===== src/rtl/uart_pkg.sv =====
// uart_pkg: shared UART state encoding and configuration constants.
package uart_pkg;
  typedef enum logic [2:0] {IDLE, START, DATA, PARITY, STOP} state_t;
  localparam logic PARITY_EVEN = 1'b0;
  localparam logic PARITY_ODD  = 1'b1;
  localparam logic STOP_1      = 1'b0;
  localparam logic STOP_2      = 1'b1;
endpackage


===== src/rtl/uart_rx_sync.sv =====
// uart_rx_sync: 2-flop synchronizer for the serial line (idle high) plus falling-edge pulse.
module uart_rx_sync (
  input  logic clk_i,
  input  logic rst_i,
  input  logic rx_i,
  output logic line,
  output logic fall
);
  logic s1, prev;
  always_ff @(posedge clk_i or posedge rst_i)
    if (rst_i) {prev, line, s1} <= '1;
    else       {prev, line, s1} <= {line, s1, rx_i};
  assign fall = prev & ~line;
endmodule


===== src/rtl/uart_rx_deserializer.sv =====
// uart_rx_deserializer: UART receiver, LSB-first frames with optional parity and 1/2 stop bits.
// Define UART_RX_MAJORITY_VOTE_EN to take each bit as the majority of three mid-bit samples.
module uart_rx_deserializer
  import uart_pkg::*;
#(
  parameter int DATA_UART = 8,
  parameter int DIV_SIZE  = 16
) (
  input  logic                 clk_i,
  input  logic                 rst_i,
  input  logic                 en_i,
  input  logic                 stop_bits_i,
  input  logic                 parity_bit_i,
  input  logic                 parity_bit_mode_i,
  input  logic [DIV_SIZE-1:0]  baud_div_i,
  input  logic                 rx_i,
  output logic [DATA_UART-1:0] rx_data_o,
  output logic                 rx_valid_o,
  output logic                 rx_parity_err_o,
  output logic                 rx_frame_err_o,
  output logic                 busy_o
);
  localparam int IW = $clog2(DATA_UART);
  logic line, fall;
  uart_rx_sync u_sync (.clk_i, .rst_i, .rx_i, .line, .fall);
  state_t state, state_d;
  logic [DIV_SIZE-1:0] cnt, div_q, mid;
  logic [IW-1:0] bit_idx;
  logic [DATA_UART-1:0] shift;
  logic stop_idx, stop_q, par_q, mode_q, perr_acc, ferr_acc;
  logic tick, bit_v, last_cnt, last_stop, push;
  assign mid       = div_q >> 1;
  assign last_cnt  = cnt == div_q - DIV_SIZE'(1);
  assign last_stop = stop_q == STOP_1 || stop_idx;
`ifdef UART_RX_MAJORITY_VOTE_EN
  logic s_a, s_b;
  assign tick  = cnt == mid + DIV_SIZE'(1);
  assign bit_v = (s_a & s_b) | (s_a & line) | (s_b & line);
  always_ff @(posedge clk_i or posedge rst_i)
    if (rst_i) begin
      s_a <= 1'b1;
      s_b <= 1'b1;
    end else begin
      if (cnt == mid - DIV_SIZE'(1)) s_a <= line;
      if (cnt == mid) s_b <= line;
    end
`else
  assign tick  = cnt == mid;
  assign bit_v = line;
`endif
  assign push   = state == STOP && tick && last_stop && en_i;
  assign busy_o = state != IDLE;
  always_comb begin
    state_d = state;
    case (state)
      IDLE:    if (fall) state_d = START;
      START:   if (tick && bit_v) state_d = IDLE;
               else if (last_cnt) state_d = DATA;
      DATA:    if (last_cnt && bit_idx == IW'(DATA_UART - 1)) state_d = par_q ? PARITY : STOP;
      PARITY:  if (last_cnt) state_d = STOP;
      STOP:    if (tick && last_stop) state_d = IDLE;
      default: state_d = IDLE;
    endcase
    if (!en_i) state_d = IDLE;
  end
  always_ff @(posedge clk_i or posedge rst_i)
    if (rst_i) state <= IDLE;
    else       state <= state_d;
  always_ff @(posedge clk_i or posedge rst_i)
    if (rst_i) begin
      cnt             <= '0;
      div_q           <= '0;
      bit_idx         <= '0;
      shift           <= '0;
      stop_idx        <= 1'b0;
      stop_q          <= 1'b0;
      par_q           <= 1'b0;
      mode_q          <= 1'b0;
      perr_acc        <= 1'b0;
      ferr_acc        <= 1'b0;
      rx_data_o       <= '0;
      rx_valid_o      <= 1'b0;
      rx_parity_err_o <= 1'b0;
      rx_frame_err_o  <= 1'b0;
    end else begin
      rx_valid_o <= push;
      cnt        <= (state == IDLE || state_d == IDLE || last_cnt) ? '0 : cnt + DIV_SIZE'(1);
      if (state == IDLE && state_d == START) begin
        div_q    <= baud_div_i;
        stop_q   <= stop_bits_i;
        par_q    <= parity_bit_i;
        mode_q   <= parity_bit_mode_i;
        bit_idx  <= '0;
        stop_idx <= 1'b0;
        perr_acc <= 1'b0;
        ferr_acc <= 1'b0;
      end
      if (state == DATA && tick) shift <= {bit_v, shift[DATA_UART-1:1]};
      if (state == DATA && last_cnt) bit_idx <= bit_idx + IW'(1);
      if (state == PARITY && tick) perr_acc <= bit_v != (^shift ^ (mode_q == PARITY_ODD));
      if (state == STOP && tick) ferr_acc <= ferr_acc | ~bit_v;
      if (state == STOP && last_cnt) stop_idx <= 1'b1;
      if (push) begin
        rx_data_o       <= shift;
        rx_parity_err_o <= perr_acc;
        rx_frame_err_o  <= ferr_acc | ~bit_v;
      end
    end
endmodule


===== config.mk =====
export PLATFORM = sky130hd
export DESIGN_NAME = uart_rx_deserializer
export DESIGN_NICKNAME = d
export VERILOG_FILES = /design/src/rtl/uart_pkg.sv /design/src/rtl/uart_rx_sync.sv /design/src/rtl/uart_rx_deserializer.sv
export SDC_FILE = /design/constraint.sdc
export NUM_CORES = 1
export LEC_CHECK = 0
export ABC_AREA = 0
export BUFFER_PORTS_ARGS = -buffer_cell sky130_fd_sc_hd__buf_2
export CORE_MARGIN = 2
export CORE_UTILIZATION = 64
export CTS_CLUSTER_DIAMETER = 150
export DETAILED_ROUTE_END_ITERATION = 10
export HOLD_SLACK_MARGIN = 0.05
export PLACE_DENSITY_LB_ADDON = 0.3
export SYNTH_ARGS = -nofsm -noshare
export SYNTH_HDL_FRONTEND = slang
export SYNTH_HIERARCHICAL = 1
export SYNTH_SLANG_ARGS = --single-unit

===== constraint.sdc =====
create_clock -name clk_i -period 5.6 [get_ports clk_i]
set_input_delay 0.56 -clock clk_i [delete_from_list [all_inputs] [get_ports clk_i]]
set_output_delay 0.56 -clock clk_i [all_outputs]
set_load 0.005 [all_outputs]

==> key figures <==
Timing
  • Final hold violations: 0
  • Slew of the pin with the lowest slew margin: 931 ps
  • TNS Setup: 0 ps
  • Fin. max-slew vios: 0
  • Tmin final: 3070 ps
  • Clk_skew: 8.13 ps
  • Max-Slew Margin vs Limit: 0.377
  • Final period util: 0.548
  • Slack of the critical path: 2530 ps
  • RSZ-0062 raised after global routing: no
  • Fmax achieved: 0.326 GHz
  • Setup Viol. Count Final: 0

Worst setup path
  • Max stage delay on crit path: 750 ps
  • Critical path cell sequence: xor2_1 -> or4_1 -> nor4_2 -> nand3_1 -> nor2_1 -> mux2_2
  • Critical path startpoint: cnt[0]
  • Worst flop-to-flop path endpoint: rx_data_o[1]
  • Crit start category: register
  • Family with the most delay on the worst path: simple AND/OR/NAND/NOR gates
  • R2R depth: 6
  • Slowest stage cell on the critical path: nor2_1
  • Worst-path fanout max: 12
  • R2r setup slk: 2530 ps
  • Critical Path AT: 3310 ps
  • Worst flop-to-flop path startpoint: cnt[0]
  • Crit Path Class: register to register
  • CP bufs+invs: 0
  • WP data required: 5840 ps
  • Crit. End Element: register

Global route
  • Overflow after GRT: 0
  • Initial antenna violation count: 0
  • Largest net degree at the start of global routing: 64
  • Total track usage: 0.244
  • First-pass GRT wire length: 11,800 um
  • Number of global-route vias before repair: 2,512

CTS
  • Sink Count: 66
  • H-tree levels: 3
  • Number of CTS-inserted buffers: 9
  • TritonCTS clock tree: yes
  • CTS resizes: 0
  • Bufs on Longest Clock Path: 2
  • Root Driver: clkbuf_8
  • Clock latency on the worst-skew pair: 350 ps
  • CTS hold repair buffers: 0
  • Setup Fix Bufs, Post-CTS: 0
  • Worst-path clk slew: 80 ps

Yosys
  • Register area share after synthesis: 0.449
  • Post-synth top area cell: dfrtp_1
  • Post-synth top area share: 0.428
  • Synth Register Bits: 66
  • Distinct cells, synth: 54
  • Synthesized area per cell: 10.7 um2
  • Cell area after synthesis: 3680 um2
  • Syn_nets: 370
  • Ys async rst share: 1.00
  • Most used DFF post-synth: dfrtp_1
  • Post-synth EDFFs: 0
  • Synth warn: 6
  • Area contributors post-synth: dfrtp_1 (43%), mux2_2 (11%), xnor2_1 (8.8%)
  • Mapped Cells: 343

Route
  • Vias per cell: 5.81
  • Drt pass-1 iters: 4
  • DRC viols: 0
  • DR WL/cell: 15.6 um
  • Post-DRT Antenna Nets: 0
  • Detailed Route WL: 7000 um
  • Detailed-route via count: 2,610
  • Initial DRC Count: 130

Pwr
  • PnR Total Power: 1200 uW
  • Leak: 0.00179 uW
  • Cell Pwr Density: 295 nW/um2
  • Max rail drop VDD: 0.246 mV

Flow run
  • Max_cap viols: 0

Cells and area
  • Nets: 399
  • # diodes: 0
  • Area grow syn2layout: 10.5%
  • Final Util: 0.735
  • Share of cells above drive strength 1: 0.279

Placed design
  • Setup WS pre-CTS: 2560 ps
  • DP HPWL: 5060 um
  • Routability cong.: 0.908
  • IO Port Bufs: 34

Die
  • Initial Utilization: 0.665
  • # IOs: 35
  • Row count: 27
  • Chip height: 79.9 um
  • Die area: 6380 um2
  • Core area: 5540 um2
  • DIE WIDTH: 79.9 um

Run status
  • Outcome: finished clean

Worst hold path
  • Worst min-delay path class: input port to asynchronous set/reset pin
worst max path at each step:
stage                         to  cells after the start
finish              rx_data_o[1]                      6
global placement    rx_data_o[1]                      6
floorplan                 cnt[0]                     10
detailed placement  rx_data_o[1]                      6
CTS                 rx_data_o[1]                      6
global route        rx_data_o[2]                      6
report_power, final:
part | leakage [uW] | internal [uW] | total (uW) | switching (uW)
logic | 0.000813 | 106 | 204 | 98.9
registers | 0.000871 | 510 | 577 | 67.4
clock network | 0.000103 | 214 | 418 | 204
through the flow:
step	hold slack (ps)	instance area [um2]	cells
2_1_floorplan	345	3680	343
3_3_place_gp	346	3860	433
3_5_place_dp	351	3860	433
4_1_cts	258	4070	449
5_1_grt	274	4070	449
6_report	266	4070	449
layout make-up:
class,count,area [um2]
Multi-Input combinational cell,245,1880
Inverter,14,52.6
Fill cell,380,1470
Tap cell,72,90.1
Timing Repair Buffer,36,185
Clock inverter,7,83.8
Clock buffer,9,124
Sequential cell,66,1660
cells in the final DEF, fill, tap and decap left out, drive strengths merged, types with 5 or more instances in the layout:
cell / instances
a21oi: 8
a31oi: 6
and3: 5
buf: 36
clkbuf: 9
dfrtp: 63
inv: 18
mux2: 36
nand2: 16
nand3: 19
nor2: 29
nor3: 9
nor4: 7
xnor2: 37
xor2: 20
metal layers:
layer  global-route usage  vias to the layer above  part of all wire
met5                    0                        -                 0
met4               0.0881                        0             0.018
met3               0.0690                       12             0.047
met2                0.400                       68              0.51
met1                0.308                     1277              0.43
li1                     -                     1253                 -
cells by family after synthesis:
kind of cell	after synthesis	synth area share
buf+inv	32	0.0407
flops	66	0.449
compound gates	40	0.0805
fa+ha+maj	4	0.0136
xor+xnor	57	0.135
mux	39	0.118
simple gates	105	0.162
synth_stat cells (2+ instances only):
library cell   n
clkbuf_1      11
ha_1           4
nor3_1         8
nor4_1         3
nor4_2         2
mux2i_1        3
mux2_2        36
and3_1         5
or3_1          2
buf_2          3
a31oi_1        5
xor2_1        20
dfstp_2        3
a211o_1        2
a21o_1         2
o21ai_0        4
nor2_1        28
nor4_4         2
nand2_1       16
nand2b_1       4
nand3_1       19
xnor2_1       37
a21oi_1        8
and2_1         2
dfrtp_1       63
o2111ai_1      2
nand4_1        4
o21a_1         4
inv_1         14
buf_6          3
state kept, by name, summed over array words and instances, names as in the netlist, 3 cells and up:
register   flops
shift          8
div_q         16
bit_idx        3
state          3
rx_data_o      8
cnt           16
No activity file was read; power rests on OpenSTA's default activity.
